File: src/rtl/ldm_seq_pkg.sv
// Shared definitions for the LDM/STM multi-register transfer sequencer.
package ldm_seq_pkg;

  typedef enum logic [1:0] {
    ST_IDLE = 2'd0,
    ST_XFER = 2'd1,
    ST_WB   = 2'd2,
    ST_DONE = 2'd3
  } state_t;

  localparam logic [3:0]  R15_CODE  = 4'd15;
  localparam logic [31:0] WORD_STEP = 32'd4;

endpackage

File: src/rtl/ldm_seq_if.sv
// Decode-stage request and per-beat memory/writeback signals of the LDM/STM sequencer.
interface ldm_seq_if;
  logic        i_start;
  logic [15:0] i_reg_list;
  logic        i_is_load;
  logic        i_p;
  logic        i_u;
  logic        i_w;
  logic [31:0] i_base;
  logic [3:0]  i_base_code;
  logic        i_flush;

  logic        o_ldm_hold;
  logic        o_mem_vld;
  logic [31:0] o_addr;
  logic [3:0]  o_rd_code;
  logic        o_is_load;
  logic        o_wb_base_vld;
  logic [31:0] o_wb_base_val;
  logic        o_done;

  modport master (
    output i_start, i_reg_list, i_is_load, i_p, i_u, i_w, i_base, i_base_code, i_flush,
    input  o_ldm_hold, o_mem_vld, o_addr, o_rd_code, o_is_load,
           o_wb_base_vld, o_wb_base_val, o_done
  );

  modport slave (
    input  i_start, i_reg_list, i_is_load, i_p, i_u, i_w, i_base, i_base_code, i_flush,
    output o_ldm_hold, o_mem_vld, o_addr, o_rd_code, o_is_load,
           o_wb_base_vld, o_wb_base_val, o_done
  );
endinterface

File: src/rtl/ldm_prio_enc.sv
// Lowest-set-bit encoder with valid flag and population count over a 16-bit register list.
module ldm_prio_enc (
  input  logic [15:0] vec,
  output logic [3:0]  code,
  output logic        valid,
  output logic [4:0]  count
);

  // NOTE: every always_comb output gets a default first so no path leaves it unassigned (no latch).
  always_comb begin
    code  = '0;
    count = '0;
    // Descending scan: the last hit written is the lowest set bit.
    for (int k = 15; k >= 0; k--) begin
      if (vec[k]) code = 4'(k);
    end
    for (int k = 0; k < 16; k++) begin
      count = count + 5'(vec[k]);
    end
  end

  assign valid = |vec;

endmodule

File: src/rtl/ldm_seq.sv
// LDM/STM sequencer: expands one block-transfer instruction into per-register memory beats,
// an optional base writeback and a completion pulse, holding the pipeline meanwhile.
module ldm_seq
  import ldm_seq_pkg::*;
(
  input  logic     i_clk,
  input  logic     i_rst_n,
  ldm_seq_if.slave bus
);

  state_t      state_q, state_d;
  logic [15:0] list_q;
  logic        is_load_q;
  logic        w_q;
  logic [3:0]  base_code_q;
  logic        base_hit_q;
  logic [31:0] addr_q;
  logic [31:0] wb_val_q;
  logic [31:0] last_addr_q;
  logic [3:0]  last_code_q;
  logic        last_is_load_q;

  logic [15:0] enc_in;
  logic [3:0]  cur_code;
  logic        enc_valid;
  logic [4:0]  enc_count;

  logic [31:0] base_al;
  logic [31:0] span;
  logic [31:0] start_addr;
  logic [31:0] wb_val;
  logic        start_ok;
  logic        beat;
  logic        last_beat;
  logic        wb_go;

  // In IDLE the encoder sizes the incoming list; afterwards it walks the latched one.
  assign enc_in = (state_q == ST_IDLE) ? bus.i_reg_list : list_q;

  ldm_prio_enc u_prio_enc (
    .vec   (enc_in),
    .code  (cur_code),
    .valid (enc_valid),
    .count (enc_count)
  );

  assign base_al = {bus.i_base[31:2], 2'b00};
  assign span    = {25'd0, enc_count, 2'b00};
  assign wb_val  = bus.i_u ? (base_al + span) : (base_al - span);

  always_comb begin
    start_addr = base_al;
    unique case ({bus.i_p, bus.i_u})
      2'b01:   start_addr = base_al;
      2'b11:   start_addr = base_al + WORD_STEP;
      2'b00:   start_addr = base_al - span + WORD_STEP;
      default: start_addr = base_al - span;
    endcase
  end

  assign start_ok  = (state_q == ST_IDLE) && bus.i_start && !bus.i_flush;
  assign beat      = (state_q == ST_XFER) && !bus.i_flush;
  assign last_beat = (enc_count == 5'd1);
  // A load that overwrites the base register owns it; writeback is dropped.
  assign wb_go     = w_q && !(is_load_q && (base_hit_q || (cur_code == base_code_q)));

  // NOTE: sequential state uses non-blocking assignments so every register samples pre-edge values.
  always_ff @(posedge i_clk or negedge i_rst_n) begin
    if (!i_rst_n) state_q <= ST_IDLE;
    else          state_q <= state_d;
  end

  always_comb begin
    state_d = state_q;
    unique case (state_q)
      ST_IDLE: if (bus.i_start) state_d = enc_valid ? ST_XFER : ST_DONE;
      ST_XFER: if (last_beat)   state_d = wb_go ? ST_WB : ST_DONE;
      ST_WB:   state_d = ST_DONE;
      ST_DONE: state_d = ST_IDLE;
      default: state_d = ST_IDLE;
    endcase
    if (bus.i_flush) state_d = ST_IDLE;
  end

  // NOTE: datapath registers are reset too, so a reset mid-sequence clears every visible output.
  always_ff @(posedge i_clk or negedge i_rst_n) begin
    if (!i_rst_n) begin
      list_q         <= '0;
      is_load_q      <= 1'b0;
      w_q            <= 1'b0;
      base_code_q    <= '0;
      base_hit_q     <= 1'b0;
      addr_q         <= '0;
      wb_val_q       <= '0;
      last_addr_q    <= '0;
      last_code_q    <= '0;
      last_is_load_q <= 1'b0;
    end else if (start_ok && enc_valid) begin
      list_q      <= bus.i_reg_list;
      is_load_q   <= bus.i_is_load;
      w_q         <= bus.i_w;
      base_code_q <= bus.i_base_code;
      base_hit_q  <= 1'b0;
      addr_q      <= start_addr;
      wb_val_q    <= wb_val;
    end else if (beat) begin
      list_q         <= list_q & ~(16'd1 << cur_code);
      addr_q         <= addr_q + WORD_STEP;
      last_addr_q    <= addr_q;
      last_code_q    <= cur_code;
      last_is_load_q <= is_load_q;
      if (cur_code == base_code_q) base_hit_q <= 1'b1;
    end
  end

  always_comb begin
    bus.o_mem_vld     = beat;
    bus.o_addr        = beat ? addr_q    : last_addr_q;
    bus.o_rd_code     = beat ? cur_code  : last_code_q;
    bus.o_is_load     = beat ? is_load_q : last_is_load_q;
    bus.o_wb_base_vld = (state_q == ST_WB) && !bus.i_flush;
    bus.o_wb_base_val = wb_val_q;
    bus.o_done        = (state_q == ST_DONE) && !bus.i_flush;
    // The start-cycle term is combinational so the pipeline stalls in the same cycle.
    bus.o_ldm_hold    = i_rst_n && !bus.i_flush &&
                        ((state_q == ST_XFER) || (state_q == ST_WB) ||
                         ((state_q == ST_IDLE) && bus.i_start && enc_valid));
  end

endmodule

File: src/flat_wrapper.sv
// flat-port wrapper written by rule: the top's interface ports become plain ports
module ldm_seq_flat import ldm_seq_pkg::*;
  (i_clk, i_rst_n, bus_i_start, bus_i_reg_list, bus_i_is_load, bus_i_p, bus_i_u, bus_i_w, bus_i_base, bus_i_base_code, bus_i_flush, bus_o_ldm_hold, bus_o_mem_vld, bus_o_addr, bus_o_rd_code, bus_o_is_load, bus_o_wb_base_vld, bus_o_wb_base_val, bus_o_done);
  ldm_seq_if bus_i ();
  input  logic i_clk;
  input  logic i_rst_n;
  input wire logic [$bits(bus_i.i_start)-1:0] bus_i_start;
  input wire logic [$bits(bus_i.i_reg_list)-1:0] bus_i_reg_list;
  input wire logic [$bits(bus_i.i_is_load)-1:0] bus_i_is_load;
  input wire logic [$bits(bus_i.i_p)-1:0] bus_i_p;
  input wire logic [$bits(bus_i.i_u)-1:0] bus_i_u;
  input wire logic [$bits(bus_i.i_w)-1:0] bus_i_w;
  input wire logic [$bits(bus_i.i_base)-1:0] bus_i_base;
  input wire logic [$bits(bus_i.i_base_code)-1:0] bus_i_base_code;
  input wire logic [$bits(bus_i.i_flush)-1:0] bus_i_flush;
  output wire logic [$bits(bus_i.o_ldm_hold)-1:0] bus_o_ldm_hold;
  output wire logic [$bits(bus_i.o_mem_vld)-1:0] bus_o_mem_vld;
  output wire logic [$bits(bus_i.o_addr)-1:0] bus_o_addr;
  output wire logic [$bits(bus_i.o_rd_code)-1:0] bus_o_rd_code;
  output wire logic [$bits(bus_i.o_is_load)-1:0] bus_o_is_load;
  output wire logic [$bits(bus_i.o_wb_base_vld)-1:0] bus_o_wb_base_vld;
  output wire logic [$bits(bus_i.o_wb_base_val)-1:0] bus_o_wb_base_val;
  output wire logic [$bits(bus_i.o_done)-1:0] bus_o_done;
  assign bus_i.i_start = bus_i_start;
  assign bus_i.i_reg_list = bus_i_reg_list;
  assign bus_i.i_is_load = bus_i_is_load;
  assign bus_i.i_p = bus_i_p;
  assign bus_i.i_u = bus_i_u;
  assign bus_i.i_w = bus_i_w;
  assign bus_i.i_base = bus_i_base;
  assign bus_i.i_base_code = bus_i_base_code;
  assign bus_i.i_flush = bus_i_flush;
  assign bus_o_ldm_hold = bus_i.o_ldm_hold;
  assign bus_o_mem_vld = bus_i.o_mem_vld;
  assign bus_o_addr = bus_i.o_addr;
  assign bus_o_rd_code = bus_i.o_rd_code;
  assign bus_o_is_load = bus_i.o_is_load;
  assign bus_o_wb_base_vld = bus_i.o_wb_base_vld;
  assign bus_o_wb_base_val = bus_i.o_wb_base_val;
  assign bus_o_done = bus_i.o_done;
  ldm_seq u_core (.i_clk(i_clk), .i_rst_n(i_rst_n), .bus(bus_i));
endmodule
File: config.mk
export PLATFORM = sky130hd
export DESIGN_NAME = ldm_seq_flat
export DESIGN_NICKNAME = d
export VERILOG_FILES = /design/src/rtl/ldm_seq_pkg.sv /design/src/rtl/ldm_seq_if.sv /design/src/rtl/ldm_prio_enc.sv /design/src/rtl/ldm_seq.sv /design/src/flat_wrapper.sv
export SDC_FILE = /design/constraint.sdc
export NUM_CORES = 1
export LEC_CHECK = 0
export BUFFER_PORTS_ARGS = -buffer_cell sky130_fd_sc_hd__buf_4
export CORE_ASPECT_RATIO = 1.25
export CORE_MARGIN = 1
export CORE_UTILIZATION = 60
export DETAILED_ROUTE_END_ITERATION = 7
export GPL_ROUTABILITY_DRIVEN = 0
export MAX_ROUTING_LAYER = met4
export PLACE_DENSITY = 0.82
export SYNTH_ARGS = -nofsm -noshare
export SYNTH_HDL_FRONTEND = slang
export SYNTH_SLANG_ARGS = --single-unit
File: constraint.sdc
create_clock -name i_clk -period 9.75 [get_ports i_clk]
set_input_delay 0.975 -clock i_clk [delete_from_list [all_inputs] [get_ports i_clk]]
set_output_delay 0.975 -clock i_clk [all_outputs]
set_load 0.03 [all_outputs]
==> impl_metrics.ini <==
[run_status]
status = finished clean

[floorplan]
initial_utilization = 0.6198
std_cell_rows = 53
io_pins = 133
die_w_um = 120.7
core_mm2 = 0.01704
fp.dieArea_mm2 = 0.01814
die_h_um = 150.3

[global_route]
antenna_found_initial = 0
grt_max_degree = 103
grt_pass1_wl_mm = 48.87
grt-ovfl-total = 0
grt_pass1_vias = 9914
track_usage = 0.3524

[yosys]
yosys_warnings = 0
synthTopCellsByCount = 251 x nand2_1, 122 x dfrtp_1, 108 x o21ai_0, 102 x nor2_1, 68 x a21oi_1
synth_area_leader_cell = dfrtp_1
netlist_area_mm2 = 0.01056
synthCells = 1353
synth_area_per_cell_um2 = 7.807
yosysMostFrequentCell = nand2_1
async_flop_share = 1.000
ys_ff_latch = 122
yosysTopAreaCellShare = 0.2890
yosys-top-cells-area = dfrtp_1 29%, nand2_1 8.9%, xnor2_1 5.2%, o21ai_0 5.1%, mux2_2 4.1%
ys_types = 90
synth_ff_type = dfrtp_1
synth-edff-count = 0
synth-seq-area-share = 0.2890

[sta]
setup-violations-final = 0
slew-limit-headroom = 0.3402
holdWs_ps = 478.0
drv_slew = 0
rsz0062_at_grt = no
finalCritPeriodShare = 0.9246
fin_tns_setup_ps = 0
skew_ps = 8.020
hold_viol_final = 0
fmax_mhz = 110.9
post-route-min-period_ps = 9015
worstMarginPinSlew_ps = 989.6

[clocking]
cts_buffer_depth = 2
cts_tree = done
clkSinkCount = 122
h-tree-depth = 4
path_clk_slew_ps = 60
cts-buffers-inserted = 17
cts_setup_buffers = 0
cts_resized = 0
cts-root-buf = clkbuf_16
cts.hold.buffers_added = 0
clock_latency_ps = 440

[placement]
portBuffers = 128
post-dp-hpwl_mm = 21.46

[setup_path]
slowest_stage = a2111oi_4
slowest_delay_ps = 870
required_ps = 10020
cpMostUsedCell = inv_1
critPathCaptureType = flop
cp_num_buf_inv = 7
arrival_ps = 9290
crit_family = adder cells
path_max_fanout = 29
path_class = flop to flop
cp-start-kind = flop

[detailed_routing]
wl_mm = 29.72
drt_iter0_markers = 1076
vias = 10250
viasPerCell = 6.194
routedWlPerCell_um = 17.97
first_pass_iters = 8
drc = 0
ant_nets = 0

[flow_run]
drv_cap = 0

[worst_hold_path]
hold_path.class = flop to flop

[finish]
diodes = 0
nets = 1519
syn_to_final_growth_pct = 13.34
drive_gt1_frac = 0.1695
## flip-flops by register name, summed over array words and instances (netlist names)
register                  count
u_core.w_q                    1
u_core.last_code_q            4
u_core.addr_q                30
u_core.state_q                2
u_core.last_is_load_q         1
u_core.list_q                16
u_core.bus.o_wb_base_val     30
u_core.base_hit_q             1
u_core.base_code_q            4
u_core.is_load_q              1
u_core.last_addr_q           32
## worst paths after layout
| path | start | to | slack [ps] | cells past startpoint |
|---|---|---|---|---|
| worst max register to register | u_core.state_q[0]$_DFFE_PN0P_ | u_core.addr_q[17]$_DFFE_PN0N_ | 740 | 27 |
| worst min-delay path | u_core.last_addr_q[0]$_DFFE_PN0N_ | u_core.last_addr_q[0]$_DFFE_PN0N_ | 480 | 1 |
| max in group asynchronous | i_rst_n | u_core.list_q[10]$_DFFE_PN0N_ | 7820 | 2 |
| min in group asynchronous | i_rst_n | u_core.list_q[13]$_DFFE_PN0N_ | 650 | 1 |
| worst min register to register | u_core.last_addr_q[0]$_DFFE_PN0N_ | u_core.last_addr_q[0]$_DFFE_PN0N_ | 480 | 1 |
| worst max-delay path | u_core.state_q[0]$_DFFE_PN0P_ | u_core.addr_q[17]$_DFFE_PN0N_ | 740 | 27 |
## area by class of cell
| class | count | area (um2) |
|---|---|---|
| multi-input cells | 1097 | 6893 |
| clock buffers | 17 | 425.4 |
| fillers | 1386 | 5071 |
| well taps | 220 | 275.3 |
| flip-flops and latches | 122 | 3053 |
| clock inverters | 15 | 116.4 |
| inverters | 44 | 165.2 |
| repair buffers | 139 | 1044 |
## metrics by stage
stage,instances,util,cell area (um2),setup WS [ps]
5_1_grt,1654,0.7024,11970,202.4
3_5_place_dp,1622,0.6707,11430,912.7
2_1_floorplan,1354,-,10570,1199
3_3_place_gp,1622,0.6707,11430,1037
6_report,1654,0.7024,11970,735.3
4_1_cts,1654,0.7024,11970,818.4
## per-layer routing
layer  up-vias  GRT usage  wire length (um)
met5         -          -                 0
met4         0     0.1790              1219
met3       105    0.06023              1851
met2       483     0.5739             14510
met1      4794     0.4208             12140
li1       4863          -                 -
## logic make-up (layout without fill, tap and decap cells)
group	after synthesis	in the layout	synth area share
buf+inv	135	215	0.05970
compound gates	301	301	0.1814
fa+ha+maj	38	38	0.05354
flops	122	122	0.2890
xor+xnor	110	110	0.09121
other cells	1	2	0.0003550
mux	57	57	0.05970
simple gates	589	589	0.2651
## placed cells by master (no fill, tap or decap), types with 14 or more instances in the layout
cell type and count:
nand2_1 251, buf_4 139, dfrtp_1 122, o21ai_0 108, nor2_1 102, a21oi_1 68, xnor2_1 63, nor3_1 50
xor2_1 47, inv_1 42, mux2_2 38, nand3_1 38, ha_1 26, mux2i_1 18, nor4_1 17, nand4_1 17
clkbuf_16 17, nor2b_1 16, a211oi_1 16, a31oi_1 15, and2_1 14
Power is left out: the tool's default activity adds up to more than one toggle a clock period on the data nets, which glitch-free logic cannot reach.
